<file path="src/rtl/rx_serial_8p1_pkg.sv">
// rtl/rx_serial_8p1_pkg.sv - shared serial definitions: state encodings, line defaults, parity helper
package rx_serial_8p1_pkg;

    // Line defaults shared by the receiver and the future transmitter
    localparam int DEFAULT_CLKS_PER_BIT = 5208;   // 50 MHz / 9600 baud
    localparam bit DEFAULT_PARITY_ODD   = 1'b0;   // even parity

    // Receiver states; the encoding is visible on db_estado
    typedef enum logic [3:0] {
        ST_INICIAL        = 4'd0,
        ST_CONFIRMA_START = 4'd1,
        ST_DADOS          = 4'd2,
        ST_PARIDADE       = 4'd3,
        ST_STOP           = 4'd4,
        ST_FIM            = 4'd5,
        ST_ESPERA_ALTO    = 4'd6
    } state_t;

    // A frame is good only when the parity matches the selected mode and the stop bit is high
    function automatic logic parity_check(input logic [7:0] data, input logic par,
                                          input logic stop, input logic odd);
        return (((^data) ^ par) == odd) && stop;
    endfunction

endpackage

</file>
<file path="src/rtl/rx_serial_8p1_contador_baud.sv">
// rtl/rx_serial_8p1_contador_baud.sv - modulo-CLKS_PER_BIT baud counter with mid-bit and end-of-bit ticks
module rx_serial_8p1_contador_baud
    import rx_serial_8p1_pkg::*;
#(
    parameter int CLKS_PER_BIT = DEFAULT_CLKS_PER_BIT
) (
    input  logic clock,
    input  logic reset,
    input  logic clear,
    input  logic enable,
    output logic meio,
    output logic fim
);

    localparam int            W    = $clog2(CLKS_PER_BIT);
    localparam logic [W-1:0]  LAST = W'(CLKS_PER_BIT - 1);
    localparam logic [W-1:0]  MID  = W'(CLKS_PER_BIT / 2 - 1);

    logic [W-1:0] count_q, count_d;

    // Clear wins over enable; the count wraps after the last cycle of a bit
    always_comb begin
        count_d = count_q;
        if (clear) begin
            count_d = '0;
        end else if (enable) begin
            count_d = (count_q == LAST) ? '0 : count_q + 1'b1;
        end
    end

    // Count register
    always_ff @(posedge clock) begin
        if (reset) begin
            count_q <= '0;
        end else begin
            count_q <= count_d;
        end
    end

    assign meio = (count_q == MID);
    assign fim  = (count_q == LAST);

endmodule

</file>
<file path="src/rtl/rx_serial_8p1.sv">
// rtl/rx_serial_8p1.sv - 8-data/1-parity/1-stop asynchronous serial receiver
module rx_serial_8p1
    import rx_serial_8p1_pkg::*;
#(
    parameter int CLKS_PER_BIT = DEFAULT_CLKS_PER_BIT,
    parameter bit PARITY_ODD   = DEFAULT_PARITY_ODD
) (
    input  logic       clock,
    input  logic       reset,
    input  logic       RX,
    output logic [7:0] dados,
    output logic       fim_receber,
    output logic       parity_ok,
    output logic       erro_frame,
    output logic       ocupado,
    output logic [3:0] db_estado
);

    state_t     state_q, state_d;
    logic       rx_meta_q, rx_s_q;
    logic [2:0] idx_q, idx_d;
    logic [7:0] shift_q, shift_d;
    logic       parity_bit_q, parity_bit_d;
    logic [7:0] dados_q, dados_d;
    logic       parity_ok_q, parity_ok_d;
    logic       erro_frame_q, erro_frame_d;
    logic       baud_clear, baud_meio, baud_fim;

    // Two-flop synchronizer; idles high so reset does not look like a start bit
    always_ff @(posedge clock) begin
        if (reset) begin
            rx_meta_q <= 1'b1;
            rx_s_q    <= 1'b1;
        end else begin
            rx_meta_q <= RX;
            rx_s_q    <= rx_meta_q;
        end
    end

    // Every state change restarts bit timing
    assign baud_clear = (state_d != state_q);

    rx_serial_8p1_contador_baud #(
        .CLKS_PER_BIT(CLKS_PER_BIT)
    ) u_contador_baud (
        .clock (clock),
        .reset (reset),
        .clear (baud_clear),
        .enable(1'b1),
        .meio  (baud_meio),
        .fim   (baud_fim)
    );

    // State register
    always_ff @(posedge clock) begin
        if (reset) begin
            state_q <= ST_INICIAL;
        end else begin
            state_q <= state_d;
        end
    end

    // Next-state logic
    always_comb begin
        state_d = ST_INICIAL;
        case (state_q)
            ST_INICIAL:        state_d = rx_s_q ? ST_INICIAL : ST_CONFIRMA_START;
            ST_CONFIRMA_START: begin
                if (baud_meio) begin
                    state_d = rx_s_q ? ST_INICIAL : ST_DADOS;
                end else begin
                    state_d = ST_CONFIRMA_START;
                end
            end
            ST_DADOS:          state_d = (baud_fim && idx_q == 3'd7) ? ST_PARIDADE : ST_DADOS;
            ST_PARIDADE:       state_d = baud_fim ? ST_STOP : ST_PARIDADE;
            ST_STOP:           state_d = baud_fim ? ST_FIM : ST_STOP;
            // A low stop bit may be a break; wait for the line to recover first
            ST_FIM:            state_d = erro_frame_q ? ST_ESPERA_ALTO : ST_INICIAL;
            ST_ESPERA_ALTO:    state_d = rx_s_q ? ST_INICIAL : ST_ESPERA_ALTO;
            default:           state_d = ST_INICIAL;
        endcase
    end

    // FSM outputs decoded from the current state
    always_comb begin
        fim_receber = (state_q == ST_FIM);
        ocupado     = (state_q == ST_DADOS) || (state_q == ST_PARIDADE) ||
                      (state_q == ST_STOP)  || (state_q == ST_FIM);
        db_estado   = state_q;
    end

    // Datapath: result registers load on the STOP->FIM edge so they are valid during the pulse
    always_comb begin
        idx_d        = idx_q;
        shift_d      = shift_q;
        parity_bit_d = parity_bit_q;
        dados_d      = dados_q;
        parity_ok_d  = parity_ok_q;
        erro_frame_d = erro_frame_q;
        case (state_q)
            ST_CONFIRMA_START: idx_d = 3'd0;
            ST_DADOS: begin
                if (baud_fim) begin
                    shift_d = {rx_s_q, shift_q[7:1]};
                    idx_d   = idx_q + 3'd1;
                end
            end
            ST_PARIDADE: begin
                if (baud_fim) begin
                    parity_bit_d = rx_s_q;
                end
            end
            ST_STOP: begin
                if (baud_fim) begin
                    dados_d      = shift_q;
                    erro_frame_d = ~rx_s_q;
                    parity_ok_d  = parity_check(shift_q, parity_bit_q, rx_s_q, PARITY_ODD);
                end
            end
            default: ;
        endcase
    end

    // Datapath registers
    always_ff @(posedge clock) begin
        if (reset) begin
            idx_q        <= 3'd0;
            shift_q      <= 8'h00;
            parity_bit_q <= 1'b0;
            dados_q      <= 8'h00;
            parity_ok_q  <= 1'b0;
            erro_frame_q <= 1'b0;
        end else begin
            idx_q        <= idx_d;
            shift_q      <= shift_d;
            parity_bit_q <= parity_bit_d;
            dados_q      <= dados_d;
            parity_ok_q  <= parity_ok_d;
            erro_frame_q <= erro_frame_d;
        end
    end

    assign dados      = dados_q;
    assign parity_ok  = parity_ok_q;
    assign erro_frame = erro_frame_q;

endmodule

</file>
<file path="config.mk">
export PLATFORM = sky130hd
export DESIGN_NAME = rx_serial_8p1
export DESIGN_NICKNAME = d
export VERILOG_FILES = /design/src/rtl/rx_serial_8p1_pkg.sv /design/src/rtl/rx_serial_8p1_contador_baud.sv /design/src/rtl/rx_serial_8p1.sv
export SDC_FILE = /design/constraint.sdc
export NUM_CORES = 1
export LEC_CHECK = 0
export BUFFER_PORTS_ARGS = -buffer_cell sky130_fd_sc_hd__buf_2
export CORE_UTILIZATION = 49
export DETAILED_ROUTE_END_ITERATION = 8
export PLACE_DENSITY = 0.69
export SLEW_MARGIN = 20
export SYNTH_ARGS = -nofsm -noshare
export SYNTH_HDL_FRONTEND = slang
export SYNTH_HIERARCHICAL = 1
export SYNTH_SLANG_ARGS = --single-unit
</file>
<file path="constraint.sdc">
create_clock -name clock -period 2.4 [get_ports clock]
set_input_delay 0.48 -clock clock [delete_from_list [all_inputs] [get_ports clock]]
set_output_delay 0.48 -clock clock [all_outputs]
set_load 0.05 [all_outputs]
</file>
Word-level counts from Yosys, hierarchy flattened
Cells that the tools add are included.
- flip-flop bits (word level): 41
- input bits: 3
- output and inout port bits: 16
- logic and storage cells: 50
- add/sub/neg operators: 2
- equal/unequal tests: 11
- multiplexer cells: 11
- bitwise operators: 3
- reductions and logical operators: 13
- operators with widths (kind ; count):
    case mux 3 bit (7 select lines) ; 1
    adder 13 x 1 -> 13 bit, second input constant ; 1
    == test 13 x 12 -> 1 bit, second input constant ; 1
    == test 13 bit, second input constant ; 1
    == test 4 x 3 -> 1 bit, second input constant ; 3
    2-to-1 mux 3 bit ; 4
    == test 4 x 2 -> 1 bit, second input constant ; 2
    AND reduction 2 bit ; 4
    parity 8 bit ; 1
    case mux 3 bit (2 select lines) ; 1
    == test 4 x 1 -> 1 bit, second input constant ; 1
    zero test 4 bit ; 1
    2-to-1 mux 2 bit ; 2
    inequality test 4 bit ; 1
    adder 3 x 1 -> 3 bit, second input constant ; 1
    == test 3 bit, second input constant ; 1
    logical OR 1 bit ; 3
    2-to-1 mux 1 bit ; 3
    OR reduction 3 bit ; 1
    logical AND 1 bit ; 2
    inequality test 2 bit, second input constant ; 1
    NOT 1 bit ; 2
    nonzero test 2 bit ; 1
    XOR 1 bit ; 1

Logic depth before layout (Yosys ltp)
- depth in word-level cells: 6
- gate-level depth with buffers: 13
- mapped depth without buffers: 10

Hierarchy
The synthesis kept the hierarchy.
- modules (own cells, without submodules) (module ; instances ; cells an instance ; area each (sq um) ; seq. area each (sq um)):
    rx_serial_8p1 ; 1 ; 150 ; 1248.7 ; 540.5
    rx_serial_8p1_contador_baud ; 1 ; 73 ; 626.9 ; 260.2

Least setup slack after synthesis
OpenSTA, ideal clock, no wires.
- kind: reg2reg
- from: register u_contador_baud.count_q[0]
- to: register u_contador_baud.count_q[11]
- library setup time: 0.064 ns
- data arrival time: 2.386 ns
- required time: 2.336 ns
- setup slack: -0.050 ns
- cell stages (with the launch flop): 14
- buffers on the path: 3
- period minus slack after synthesis: 2.450 ns
- cell sequence: dfxtp_1 > ha_1 > and4b_1 > and4_4 > buf_2 > nor4bb_1 > buf_2 > a21oi_1 > o21ai_0 > xnor2_1 > nand2_1 > a211o_1 > buf_6 > nor2_1
- word-level cells in the longest chain between the ends: 6
- elaborated cells on any way between the ends: 11
- those cells by class: 1 x add/sub; 3 x eq/ne; 5 x mux; 2 x reduce/logical
- RTL lines (item ; line ; RTL):
    from (decl) ; rx_serial_8p1_contador_baud.sv:19 ; logic [W-1:0] count_q, count_d;
    from (signal assigned) ; rx_serial_8p1_contador_baud.sv:36 ; count_q <= count_d;
    == test 13 bit (*) ; rx_serial_8p1_contador_baud.sv:41 ; assign fim = (count_q == LAST);
    named net baud_fim ; rx_serial_8p1.sv:27 ; logic baud_clear, baud_meio, baud_fim;
    logical AND 1 bit ; rx_serial_8p1.sv:75 ; ST_DADOS: state_d = (baud_fim && idx_q == 3'd7) ? ST_PARIDADE : ST_DADOS;
    2-to-1 mux 1 bit ; rx_serial_8p1.sv:75 ;
    case mux 3 bit (7 select lines) (*) ; rx_serial_8p1.sv:66 ; case (state_q)
    inequality test 4 bit (*) ; rx_serial_8p1.sv:41 ; assign baud_clear = (state_d != state_q);
    named net baud_clear ; rx_serial_8p1.sv:27 ;
    OR reduction 3 bit (no source line) (*) ; - ;
The timed path passes the listed nets; every way through them passes the cells marked *.
A chain may end at the register's enable or synchronous reset.

Worst setup path after layout
- from: register u_contador_baud.count_q[5]
- to: register u_contador_baud.count_q[5]
Same word-level chain as after synthesis.

==> flow_metrics.py <==
metrics = {
    "setup_path": {
        "reg2reg_slack_ns": 0.17,
        "critPathLaunchType": "flop",
        "cp.required_ns": 2.62,
        "path_class": "reg -> reg",
        "cp_max_fo": 13,
        "critPathCaptureType": "flop",
        "r2r_cells": 10,
        "crit_arrival_ns": 2.45,
        "timing.rr.start": "u_contador_baud/count_q[5]$_SDFFE_PP0P_",
        "rr_endpoint": "u_contador_baud/count_q[5]$_SDFFE_PP0P_",
    },
    "clocking": {
        "cts_buffers": 5,
        "htreeDepth": 2,
        "clock_latency_ns": 0.29,
        "clk_path_buf_depth": 2,
        "cts_root_buf": "clkbuf_8",
        "ctsHoldBuffers": 0,
        "clk_pin_slew_worst_paths_ns": 0.07,
        "post_cts_resize_count": 1,
        "postCtsSetupBuffers": 0,
        "cts.sink_count": 40,
        "cts_tree": "yes",
    },
    "synthesis": {
        "synth_top_area_share_pct": 42.70,
        "yosysSeqAreaShare_pct": 42.70,
        "synth_area_per_cell_um2": 8.411,
        "yosysUniqueCellTypes": 40,
        "yosys_warnings": 6,
        "synth.area.top_cells": "dfxtp_1 (43%), nand2_1 (8.0%), a21oi_1 (6.4%)",
        "synth_top_family_by_area": "simple AND/OR/NAND/NOR gates",
        "synth_edf_count": 0,
        "syn-cell-area_um2": 1876,
        "synth_mux_area_share_pct": 1.668,
        "synth-seq-cells": 40,
        "synthAdderAreaFrac_pct": 2.001,
        "async_flop_share_pct": 0,
        "synth_flop_cell": "dfxtp_1",
        "synth_compound_area_share_pct": 11.94,
        "synthCells": 223,
        "synthesis.nets": 229,
        "synth_xor_area_share_pct": 10.07,
        "yosysTopAreaCell": "dfxtp_1",
        "synthSimpleGateAreaFrac_pct": 25.02,
    },
    "timing": {
        "fin_crit_sh_pct": 93.10,
        "fin_skew_ns": 0.01216,
        "tns_ns": 0,
        "finalWorstSetupSlack_ns": 0.1656,
        "slew_headroom_pct": 64.98,
        "max_freq_mhz": 447.5,
        "final.min_clock_period_ns": 2.234,
        "hold_violations": 0,
        "final_max_slew_viol_count": 0,
        "setup_viol": 0,
        "worst_pin_slew_ns": 0.5252,
    },
    "hold_path": {
        "holdPathEnd": "rx_meta_q$_SDFF_PP1_",
        "hold_depth": 2,
        "min_path_type": "in -> reg",
        "min_from": "RX",
    },
    "global_routing": {
        "grt_overflow": 0,
        "grt_max_degree": 29,
        "grt_pass1_wl_mm": 6.168,
        "grt_pass1_vias": 1372,
        "track_usage_pct": 19.52,
        "antenna_found_initial": 0,
    },
    "place": {
        "hpwl_mm": 2.345,
        "portBuffers": 17,
        "gp_congestion": 0.8218,
        "post-place-ws_ns": 0.03426,
    },
    "finish": {
        "finish.net_count": 253,
        "final_cell_mix": "nand2_1 (40), dfxtp_1 (38), a21oi_1 (24), nor2_1 (23), buf_2 (17)",
        "antenna-diode-count": 0,
        "layout_commonest_cell": "nand2_1",
        "drive_above_1_share_pct": 20.97,
        "area_delta_synth_final_pct": 14.94,
    },
    "power_and_ir_drop": {
        "leakage_uw": 0.0008210,
        "vdd_ir_drop_max_mv": 0.4641,
        "p_per_area_nw_per_um2": 553.3,
        "p_total_uw": 1193,
    },
    "floorplanning": {
        "ios": 19,
        "rows": 22,
        "core_area_um2": 3661,
        "start_util_pct": 51.23,
        "die_y_um": 63.87,
        "die_x_um": 63.87,
        "dieArea_um2": 4079,
    },
    "drt": {
        "via_per_inst": 5.233,
        "firstDrtPassIters": 4,
        "vias": 1549,
        "wl_mm": 3.595,
        "drt_iter0_markers": 122,
        "drcViolationCount": 0,
        "postRouteAntennaNets": 0,
        "post_drt_wl_per_cell_um": 12.15,
    },
    "outcome": {
        "status": "finished clean",
    },
    "run": {
        "drv_cap": 0,
    },
}
[flip-flops by register name, summed over array words and instances, names as in the netlist]
register and cells:
u_contador_baud/count_q 13, dados 8, shift_q 8, db_estado 3
idx_q 3, erro_frame 1, parity_bit_q 1, parity_ok 1
rx_meta_q 1, rx_s_q 1
[layout make-up]
class	instances	area (um2)
fill	343	1505
multi-input combinational	164	991.0
sequential	40	803.3
timing repair buffer	31	190.2
clock buffer	6	82.58
tap	48	60.06
inverter	5	18.77
clock inverter	2	10.01
[through the flow]
stage               hold WS [ns]  utilization, %  cells  instance area, um2
floorplan                 0.3895               -    223                1883
global placement          0.3932           55.54    288                2033
detailed placement        0.3945           55.54    288                2033
CTS                       0.3849           58.10    296                2127
global route              0.3906           58.89    296                2156
finish                    0.3922           58.89    296                2156
[how the worst max path moves through the flow]
stage                                                   startpoint                                 endpoint  cells past startpoint
final                      u_contador_baud/count_q[5]$_SDFFE_PP0P_  u_contador_baud/count_q[5]$_SDFFE_PP0P_                     10
after global placement     u_contador_baud/count_q[1]$_SDFFE_PP0P_  u_contador_baud/count_q[5]$_SDFFE_PP0P_                     11
after floorplan            u_contador_baud/count_q[0]$_SDFFE_PP0P_  u_contador_baud/count_q[0]$_SDFFE_PP0P_                     13
after CTS                 u_contador_baud/count_q[12]$_SDFFE_PP0P_  u_contador_baud/count_q[5]$_SDFFE_PP0P_                      9
after detailed placement   u_contador_baud/count_q[1]$_SDFFE_PP0P_  u_contador_baud/count_q[5]$_SDFFE_PP0P_                     10
after global routing       u_contador_baud/count_q[5]$_SDFFE_PP0P_  u_contador_baud/count_q[5]$_SDFFE_PP0P_                     10
[synth_stat cells (5+ instances only)]
| master | instances |
|---|---|
| nand3_1 | 6 |
| buf_2 | 7 |
| xnor2_1 | 13 |
| nor2_1 | 23 |
| xor2_1 | 6 |
| nor3_1 | 5 |
| dfxtp_1 | 40 |
| inv_1 | 5 |
| nand2_1 | 40 |
| nand4_1 | 6 |
| a21oi_1 | 24 |
[worst max-delay path, cell delays in order (launching register included)]
cell	delay, ns
dfxtp_1	0.36
nor4bb_2	0.36
and4_4	0.31
buf_4	0.14
mux2i_1	0.06
a21oi_1	0.15
o21ai_1	0.09
xnor2_1	0.13
nand2_1	0.08
a211o_4	0.34
a21oi_1	0.13
[routing by layer]
layer  vias to the layer above  track usage [%]  wire, um
li1                        806                -         -
met1                       718            24.94      1743
met2                        21            30.85      1698
met3                         4            4.821       105
met4                         0            8.807        48
met5                         -                0         0
[kinds of logic (layout without fill, tap and decap cells)]
family | Yosys count | count (layout)
simple gates | 98 | 98
mux | 3 | 3
fa+ha+maj | 3 | 3
other cells | 2 | 2
buf+inv | 19 | 44
flops | 40 | 40
compound gates | 38 | 38
xor+xnor | 20 | 20
[power breakdown]
group	switching [uW]	total, uW	internal [uW]
clock	228	457	229
combinational	38.1	59.6	21.5
sequential	6.28	676	670
(Power assumes the default switching activity.)
